$ cat config.mk
export PLATFORM = sky130hd
export DESIGN_NAME = pr_swap_ctrl
export DESIGN_NICKNAME = d
export VERILOG_FILES = /design/src/rtl/pr_swap_ctrl.sv
export SDC_FILE = /design/constraint.sdc
export NUM_CORES = 1
export LEC_CHECK = 0
export BUFFER_PORTS_ARGS = -buffer_cell sky130_fd_sc_hd__buf_2
export CORE_MARGIN = 4
export CORE_UTILIZATION = 50
export CTS_CLUSTER_SIZE = 28
export DETAILED_ROUTE_END_ITERATION = 10
export GPL_ROUTABILITY_DRIVEN = 0
export PLACE_DENSITY = 0.77
export SYNTH_ARGS = -nofsm -noshare
export SYNTH_HDL_FRONTEND = slang
export SYNTH_SLANG_ARGS = --single-unit
$ cat constraint.sdc
create_clock -name trn_clk -period 6.69 [get_ports trn_clk]
set_input_delay 1.338 -clock trn_clk [delete_from_list [all_inputs] [get_ports trn_clk]]
set_output_delay 1.338 -clock trn_clk [all_outputs]
set_load 0.02 [all_outputs]
$ cat src/rtl/pr_swap_ctrl.sv
// Partial-reconfiguration swap sequencer for the PCIe application region:
// drain/gate TRN traffic, isolate, load configuration, reset the new module, await its signature.
module pr_swap_ctrl #(
  parameter int          CNT_W      = 16,
  parameter int          DRAIN_TO   = 1024,
  parameter int          CFG_TO     = 65535,
  parameter int          RST_CYCLES = 16,
  parameter int          RDY_TO     = 256,
  parameter logic [31:0] RDY_SIG    = 32'h5253_4D31
) (
  input  logic        trn_clk,
  input  logic        trn_reset,
  input  logic        rc_start_req,
  input  logic        trn_tsof_n,
  input  logic        trn_teof_n,
  input  logic        trn_tsrc_rdy_n,
  input  logic        trn_tdst_rdy_n,
  input  logic        trn_rsof_n,
  input  logic        trn_reof_n,
  input  logic        trn_rsrc_rdy_n,
  input  logic        trn_rdst_rdy_n,
  input  logic        icap_done,
  input  logic [31:0] RM_rdy_sig,
  output logic        tx_gate,
  output logic        rx_gate,
  output logic        isolate,
  output logic        icap_start,
  output logic        rm_reset,
  output logic        busy,
  output logic        rc_done,
  output logic        rc_error,
  output logic [2:0]  rc_err_code
);

  typedef enum logic [2:0] {
    S_IDLE, S_DRAIN, S_ISOLATE, S_CONFIG, S_RST, S_WAIT_RDY, S_RELEASE, S_ERROR
  } state_t;

  localparam logic [CNT_W-1:0] DRAIN_LAST = CNT_W'(DRAIN_TO - 1);
  localparam logic [CNT_W-1:0] CFG_LAST   = CNT_W'(CFG_TO - 1);
  localparam logic [CNT_W-1:0] RST_LAST   = CNT_W'(RST_CYCLES - 1);
  localparam logic [CNT_W-1:0] RDY_LAST   = CNT_W'(RDY_TO - 1);
  localparam logic [CNT_W-1:0] CNT_MAX    = '1;
  localparam logic [CNT_W-1:0] CNT_ONE    = CNT_W'(1);

  state_t           state;
  logic [CNT_W-1:0] cnt;
  logic             tx_in_pkt, rx_in_pkt;
  logic             tx_in_next, rx_in_next;
  logic             drained, cfg_ok, rdy_ok;
  logic             to_hit;
  logic [2:0]       to_code;

  // Packet tracking: SOF opens, EOF closes; a same-beat SOF+EOF leaves the flag clear.
  always_comb begin
    tx_in_next = tx_in_pkt;
    rx_in_next = rx_in_pkt;
    if (!trn_tsrc_rdy_n && !trn_tdst_rdy_n) begin
      if (!trn_teof_n)      tx_in_next = 1'b0;
      else if (!trn_tsof_n) tx_in_next = 1'b1;
    end
    if (!trn_rsrc_rdy_n && !trn_rdst_rdy_n) begin
      if (!trn_reof_n)      rx_in_next = 1'b0;
      else if (!trn_rsof_n) rx_in_next = 1'b1;
    end
  end

  // Drain completion looks at the post-beat flags so an EOF beat releases DRAIN on the next edge.
  always_comb begin
    drained = !tx_in_next && !rx_in_next;
    cfg_ok  = (cnt != '0) && icap_done;
    rdy_ok  = (RM_rdy_sig == RDY_SIG);
    to_hit  = 1'b0;
    to_code = 3'd0;
    if (state == S_DRAIN && !drained && cnt == DRAIN_LAST) begin
      to_hit  = 1'b1;
      to_code = 3'd1;
    end else if (state == S_CONFIG && !cfg_ok && cnt == CFG_LAST) begin
      to_hit  = 1'b1;
      to_code = 3'd2;
    end else if (state == S_WAIT_RDY && !rdy_ok && cnt == RDY_LAST) begin
      to_hit  = 1'b1;
      to_code = 3'd3;
    end
  end

  assign tx_gate = (state != S_IDLE) && !tx_in_pkt;
  assign rx_gate = (state != S_IDLE) && !rx_in_pkt;

  always_ff @(posedge trn_clk or posedge trn_reset) begin
    if (trn_reset) begin
      state       <= S_IDLE;
      cnt         <= '0;
      tx_in_pkt   <= 1'b0;
      rx_in_pkt   <= 1'b0;
      isolate     <= 1'b0;
      icap_start  <= 1'b0;
      rm_reset    <= 1'b0;
      busy        <= 1'b0;
      rc_done     <= 1'b0;
      rc_error    <= 1'b0;
      rc_err_code <= 3'd0;
    end else begin
      tx_in_pkt  <= tx_in_next;
      rx_in_pkt  <= rx_in_next;
      icap_start <= 1'b0;
      rc_done    <= 1'b0;
      if (cnt != CNT_MAX) cnt <= cnt + CNT_ONE;
      if (to_hit) begin
        // A stalled packet is abandoned here so both gates close in ERROR.
        state       <= S_ERROR;
        cnt         <= '0;
        tx_in_pkt   <= 1'b0;
        rx_in_pkt   <= 1'b0;
        isolate     <= 1'b1;
        rm_reset    <= 1'b1;
        rc_error    <= 1'b1;
        rc_err_code <= to_code;
      end else begin
        case (state)
          S_IDLE: if (rc_start_req) begin
            state <= S_DRAIN;
            cnt   <= '0;
            busy  <= 1'b1;
          end
          S_DRAIN: if (drained) begin
            state   <= S_ISOLATE;
            cnt     <= '0;
            isolate <= 1'b1;
          end
          S_ISOLATE: begin
            state      <= S_CONFIG;
            cnt        <= '0;
            icap_start <= 1'b1;
          end
          S_CONFIG: if (cfg_ok) begin
            state    <= S_RST;
            cnt      <= '0;
            rm_reset <= 1'b1;
          end
          S_RST: if (cnt == RST_LAST) begin
            state    <= S_WAIT_RDY;
            cnt      <= '0;
            rm_reset <= 1'b0;
          end
          S_WAIT_RDY: if (rdy_ok) begin
            state   <= S_RELEASE;
            cnt     <= '0;
            rc_done <= 1'b1;
          end
          S_RELEASE: begin
            state   <= S_IDLE;
            cnt     <= '0;
            isolate <= 1'b0;
            busy    <= 1'b0;
          end
          S_ERROR: if (rc_start_req) begin
            state       <= S_DRAIN;
            cnt         <= '0;
            isolate     <= 1'b0;
            rm_reset    <= 1'b0;
            rc_error    <= 1'b0;
            rc_err_code <= 3'd0;
          end
          default: begin
            state <= S_IDLE;
            cnt   <= '0;
          end
        endcase
      end
    end
  end

endmodule

Word level (Yosys, flattened, before mapping):

Cells that the tools add are included.

* register bits: 30
* latch bits: 0
* RAM bits: 0
* bits in read-only memories: 0
* bits of input ports: 44
* output and inout port bits: 11
* word-level logic and storage cells: 120
* memories kept: 0

* add/sub/neg operators: 1
* multiply operators: 0
* divide/modulo/power cells: 0
* order comparisons: 0
* equality and inequality tests: 20
* shifts and indexed selects: 0
* mux-type cells: 49
* bitwise operators: 1
* reduce and logical (&&, ||, !) cells: 38

Operators by type and width (number)
* 16-bit 2-to-1 mux: 7
* 16-bit one-hot mux with 6 select lines: 1
* 32-bit by 31-bit equality test with 1-bit output, second input constant: 1
* 3-bit 2-to-1 mux: 9
* 1-bit 2-to-1 mux: 25
* 3-bit one-hot mux with 7 select lines: 1
* 16-bit by 1-bit adder with 16-bit output, second input constant: 1
* 16-bit by 10-bit equality test with 1-bit output, second input constant: 1
* 16-bit equality test, second input constant: 1
* 16-bit by 4-bit equality test with 1-bit output, second input constant: 1
* 16-bit by 8-bit equality test with 1-bit output, second input constant: 1
* 16-bit inequality test, second input constant: 1
* 16-bit nonzero test: 1
* 3-bit inequality test, second input constant: 5
* 3-bit equality test, second input constant: 4
* 1-bit logical AND: 12
* 1-bit zero test: 11
* 4-bit nonzero test: 2
* 3-bit by 2-bit equality test with 1-bit output, second input constant: 2
* 2-bit 2-to-1 mux: 3
* 1-bit one-hot mux with 3 select lines: 2
* 3-bit AND reduction: 2
* 2-bit nonzero test: 3
* 5-bit AND reduction: 1
* 10 further kinds: 11

Longest topological paths before layout:

* depth in word-level cells: 11
* mapped depth: 9
* mapped depth without buffers: 7

Worst setup path before layout:

No wires, ideal clock.

* kind: input-to-reg
* start point: in RM_rdy_sig[27]
* end point: reg cnt[4]
* library setup time: 0.121 ns
* arrival time: 3.124 ns
* data required time: 6.569 ns
* path slack: 3.445 ns
* cell stages on the path: 6
* path buffers: 1
* cell sequence: or4b_2 nor4_2 a21oi_2 nor4_4 buf_6 nor3_1

* cells in the longest elaborated chain, start to end: 8
* elaborated cells on any way between the ends: 10
* classes of those cells: eq/ne: 1; mux: 6; reduce/logical: 3

Ends and longest elaborated chain
* start, declared: line 23 `input logic [31:0] RM_rdy_sig,`
* 32-bit by 31-bit equality test with 1-bit output *: line 72 `rdy_ok = (RM_rdy_sig == RDY_SIG);`
* 1-bit zero test: line 81 `end else if (state == S_WAIT_RDY && !rdy_ok && cnt == RDY_LAST) begin`
* 1-bit logical AND (2 in a row): line 81
* 1-bit 2-to-1 mux: line 81
* 1-bit 2-to-1 mux: line 78 `end else if (state == S_CONFIG && !cfg_ok && cnt == CFG_LAST) begin`
* 1-bit 2-to-1 mux: line 75 `if (state == S_DRAIN && !drained && cnt == DRAIN_LAST) begin`
* 16-bit 2-to-1 mux *: line 109 `if (to_hit) begin`
* end signal, assigned: line 108 `if (cnt != CNT_MAX) cnt <= cnt + CNT_ONE;`
* end, declared: line 47 `logic [CNT_W-1:0] cnt;`

Mark *: on every way between the ends. The rest lies on a longest branch, timed or not.
A chain may end at the register's enable or synchronous reset.

Worst setup path in the final report:

* start point: in RM_rdy_sig[1]
* end point: reg isolate

* cells in the longest elaborated chain, start to end: 9
* elaborated cells on any way between the ends: 12
* classes of those cells: eq/ne: 3; mux: 4; reduce/logical: 5

Ends and longest elaborated chain
* 32-bit by 31-bit equality test with 1-bit output *: line 72
* 1-bit zero test *: line 81
* 1-bit logical AND * (2 in a row): line 81
* 1-bit 2-to-1 mux *: line 81
* 1-bit 2-to-1 mux *: line 78
* 1-bit 2-to-1 mux *: line 75
* 3-bit inequality test (no source line) or 4-bit nonzero test (tied branches)
* 3-bit AND reduction (no source line)
* end signal, assigned: line 96 `isolate <= 1'b0;`
* end signal, assigned: line 115 `isolate <= 1'b1;`
* end signal, assigned: line 129 `isolate <= 1'b1;`
* end, declared: line 26 `output logic isolate,`

Marked as above.

==> results.cfg <==
[setup_path]
path_buf_inv = 1
cp_top_family = simple AND/OR/NAND/NOR gates
required_ns = 6.81
worstPathCellList = buf_2, or4b_1, nor4_2, a21oi_2, nor4_4, a22oi_1
endpoint_kind = flop
crit-reg2reg-launch = cnt[0]$_DFF_PP0_
slowest_delay_ns = 0.97
r2r_cells = 6
critPathKind = input port to flop
crit_path_top_delay_cell = nor4_4
critPathLaunchType = input port
reg2reg_to = cnt[15]$_DFF_PP0_
reg2reg_slack_ns = 3.43
cp_max_fo = 18
cp_data_arrival_time_ns = 3.70

[finish]
layout_common_cells = buf_2 (53), dfrtp_1 (29), nor3_1 (16)
drive_gt1_share_pct = 31.87
final_common_cell = buf_2
final_area_mm2 = 0.002255
fillers = 318
synthToLayoutAreaGrowth_pct = 18.94
n_antenna_cell = 0
final_nets = 297

[global_routing]
grt_max_degree = 30
first_global_vias = 1602
met1_usage_pct = 26.45
met3_usage_pct = 5.507
antenna_found_initial = 0
grt_remaining_overflow = 0
top_usage_layer = met2
grt_usage_pct = 19.05
use_met2_pct = 28.50
grt_pass1_wl_mm = 7.493

[die]
pin_count = 55
initial_core_util_pct = 51.78
rows = 22
dieWidth_um = 69.57
die_area_mm2 = 0.004840
coreArea_mm2 = 0.003661
dieHeight_um = 69.57

[synth]
avgSynthCellArea_um2 = 9.574
ys.warnings.count = 0
syn_nets = 245
yosysUniqueCellTypes = 55
synthCells = 198
yosysSeqAreaShare_pct = 38.28
syn_area_mm2 = 0.001896
ys_ff_latch = 29

[sta]
tns_ns = 0
fin_crit_sh_pct = 53.44
slew_headroom_pct = 27.38
rsz0062_at_grt = false
fin_hold_ws_ns = 0.4718
slew_violations = 0
hold_viol_final = 0
finalCriticalPeriod_ns = 3.575
worst_pin_slew_ns = 1.081
fmax_ghz = 0.2797
fin_ws_ns = 3.115
setup-violations-final = 0
finClkSkew_ns = 0.002193

[clock_tree]
h-tree-depth = 2
ctsResizeCount = 0
clockRootBuffer = clkbuf_8
cts.hold.buffers_added = 0
clk_pin_slew_ns = 0.06
cts.path.max_buffers = 2
numClockSinks = 29
cts_buffers = 5
clk_latency_ns = 0.28
post-cts-setup-buffers = 0
cts_tree = built

[route]
wl_per_cell_um = 14.58
viasPerCell = 5.776
drc = 0
postRouteAntennaNets = 0
via_count = 1727
wl_mm = 4.359
drt_iter0_markers = 153
dr.pass1.iters = 4

[power]
power_density_mw_per_mm2 = 287.4
leakagePower_nw = 0.9518
vdd_drop_max_mv = 0.1382

[min_path]
min_to = rc_error$_DFFE_PP0P_
holdPathStages = 2
hold_path_class = flop to flop
holdCritStartpoint = rc_error$_DFFE_PP0P_

[flow_run]
drv_cap = 0

[place]
hpwl_mm = 3.290
pre_cts_ws_ns = 2.834
dpl-instance-area_mm2 = 0.002153
io_buffers = 53

[run_status]
status = complete, no violations
stage by stage:
| stage | power (mW) | util, % | cells |
|---|---|---|---|
| finish | 0.6479 | 61.59 | 299 |
| global placement | 0.4884 | 58.82 | 291 |
| global route | 0.6955 | 61.59 | 299 |
| floorplan | 0.4440 | - | 198 |
| CTS | 0.6537 | 61.59 | 299 |
| detailed placement | 0.4923 | 58.82 | 291 |
report_power, final:
group | internal (mW) | total, mW | switching [mW]
Sequential | 0.206 | 0.244 | 0.0384
Combinational | 0.0993 | 0.246 | 0.147
Clock | 0.0927 | 0.158 | 0.0652
worst max path at each step:
stage,cells past startpoint,end,start
after global routing,6,isolate$_DFFE_PP0P_,RM_rdy_sig[1]
after CTS,6,isolate$_DFFE_PP0P_,RM_rdy_sig[1]
final,6,isolate$_DFFE_PP0P_,RM_rdy_sig[1]
after global placement,6,isolate$_DFFE_PP0P_,RM_rdy_sig[1]
after detailed placement,6,isolate$_DFFE_PP0P_,RM_rdy_sig[1]
after floorplan,6,cnt[4]$_DFF_PP0_,RM_rdy_sig[27]
worst min-delay path, delay by kind of cell (launching register included):
kind          cells  cell delay (ns)
flops             1             0.33
simple gates      2             0.11
final cells by class:
cell class                 instances  area [um^2]  share of cell area, %
inverter                           8        30.03                  1.332
multi-input combinational        153         1072                  47.56
sequential                        29        725.7                  32.19
timing repair buffer              53        265.3                  11.76
clock buffer                       7        96.34                  4.273
tap                               48        60.06                  2.664
clock inverter                     1        5.005                 0.2220
metal layers:
| layer | vias up | part of all wire [%] |
|---|---|---|
| met5 | - | 0 |
| met4 | 0 | 0.32 |
| met3 | 2 | 5.1 |
| met2 | 39 | 48 |
| met1 | 834 | 47 |
| li1 | 852 | - |
cell usage after synthesis (all sizes together):
| cell | instances | area [um^2] |
|---|---|---|
| a2111oi | 6 | 58.80 |
| a211oi | 4 | 30.03 |
| a21boi | 1 | 18.77 |
| a21o | 1 | 8.760 |
| a21oi | 8 | 43.79 |
| a221o | 1 | 10.01 |
| a221oi | 1 | 8.760 |
| a22oi | 3 | 22.52 |
| a2bb2o | 1 | 10.01 |
| a31oi | 2 | 12.51 |
| and2 | 1 | 6.260 |
| and3 | 1 | 6.260 |
| and3b | 1 | 8.760 |
| and4 | 3 | 27.53 |
| buf | 5 | 56.30 |
| clkbuf | 3 | 11.26 |
| conb | 1 | 3.750 |
| dfrtp | 29 | 725.7 |
| ha | 3 | 37.54 |
| inv | 8 | 30.03 |
| mux2i | 1 | 10.01 |
| nand2 | 15 | 56.30 |
| nand2b | 2 | 12.51 |
| nand3 | 10 | 50.05 |
| nand3b | 1 | 7.510 |
| nand4 | 4 | 25.02 |
| nand4b | 3 | 26.28 |
| nand4bb | 1 | 11.26 |
| nor2 | 13 | 48.80 |
| nor3 | 21 | 130.1 |
| nor3b | 1 | 7.510 |
| nor4 | 9 | 83.83 |
| nor4b | 1 | 8.760 |
| o21ai | 3 | 15.01 |
| o21bai | 2 | 15.01 |
| o31ai | 1 | 7.510 |
| o32ai | 2 | 17.52 |
| or2 | 1 | 6.260 |
| or3 | 1 | 7.510 |
| or3b | 1 | 8.760 |
| or4 | 3 | 26.27 |
| or4b | 5 | 53.80 |
| xnor2 | 13 | 113.9 |
| xor2 | 1 | 8.760 |
flip-flops by register name (all words and copies together) (netlist names):
register and cells:
rc_done 1, rc_error 1, state 3, icap_start 1
rc_err_code 2, cnt 16, busy 1, rm_reset 1
tx_in_pkt 1, isolate 1, rx_in_pkt 1
logic make-up (layout without fill, tap and decap cells):
logic type	after synthesis	after routing	share of synthesized area, %
compound gates	36	36	14.72
xor+xnor	14	14	6.469
fa+ha+maj	3	3	1.980
buf+inv	16	69	5.148
flops	29	29	38.28
mux	1	1	0.5281
other cells	1	1	0.1978
simple gates	98	98	32.67
Power figures use the tool's default switching activity.
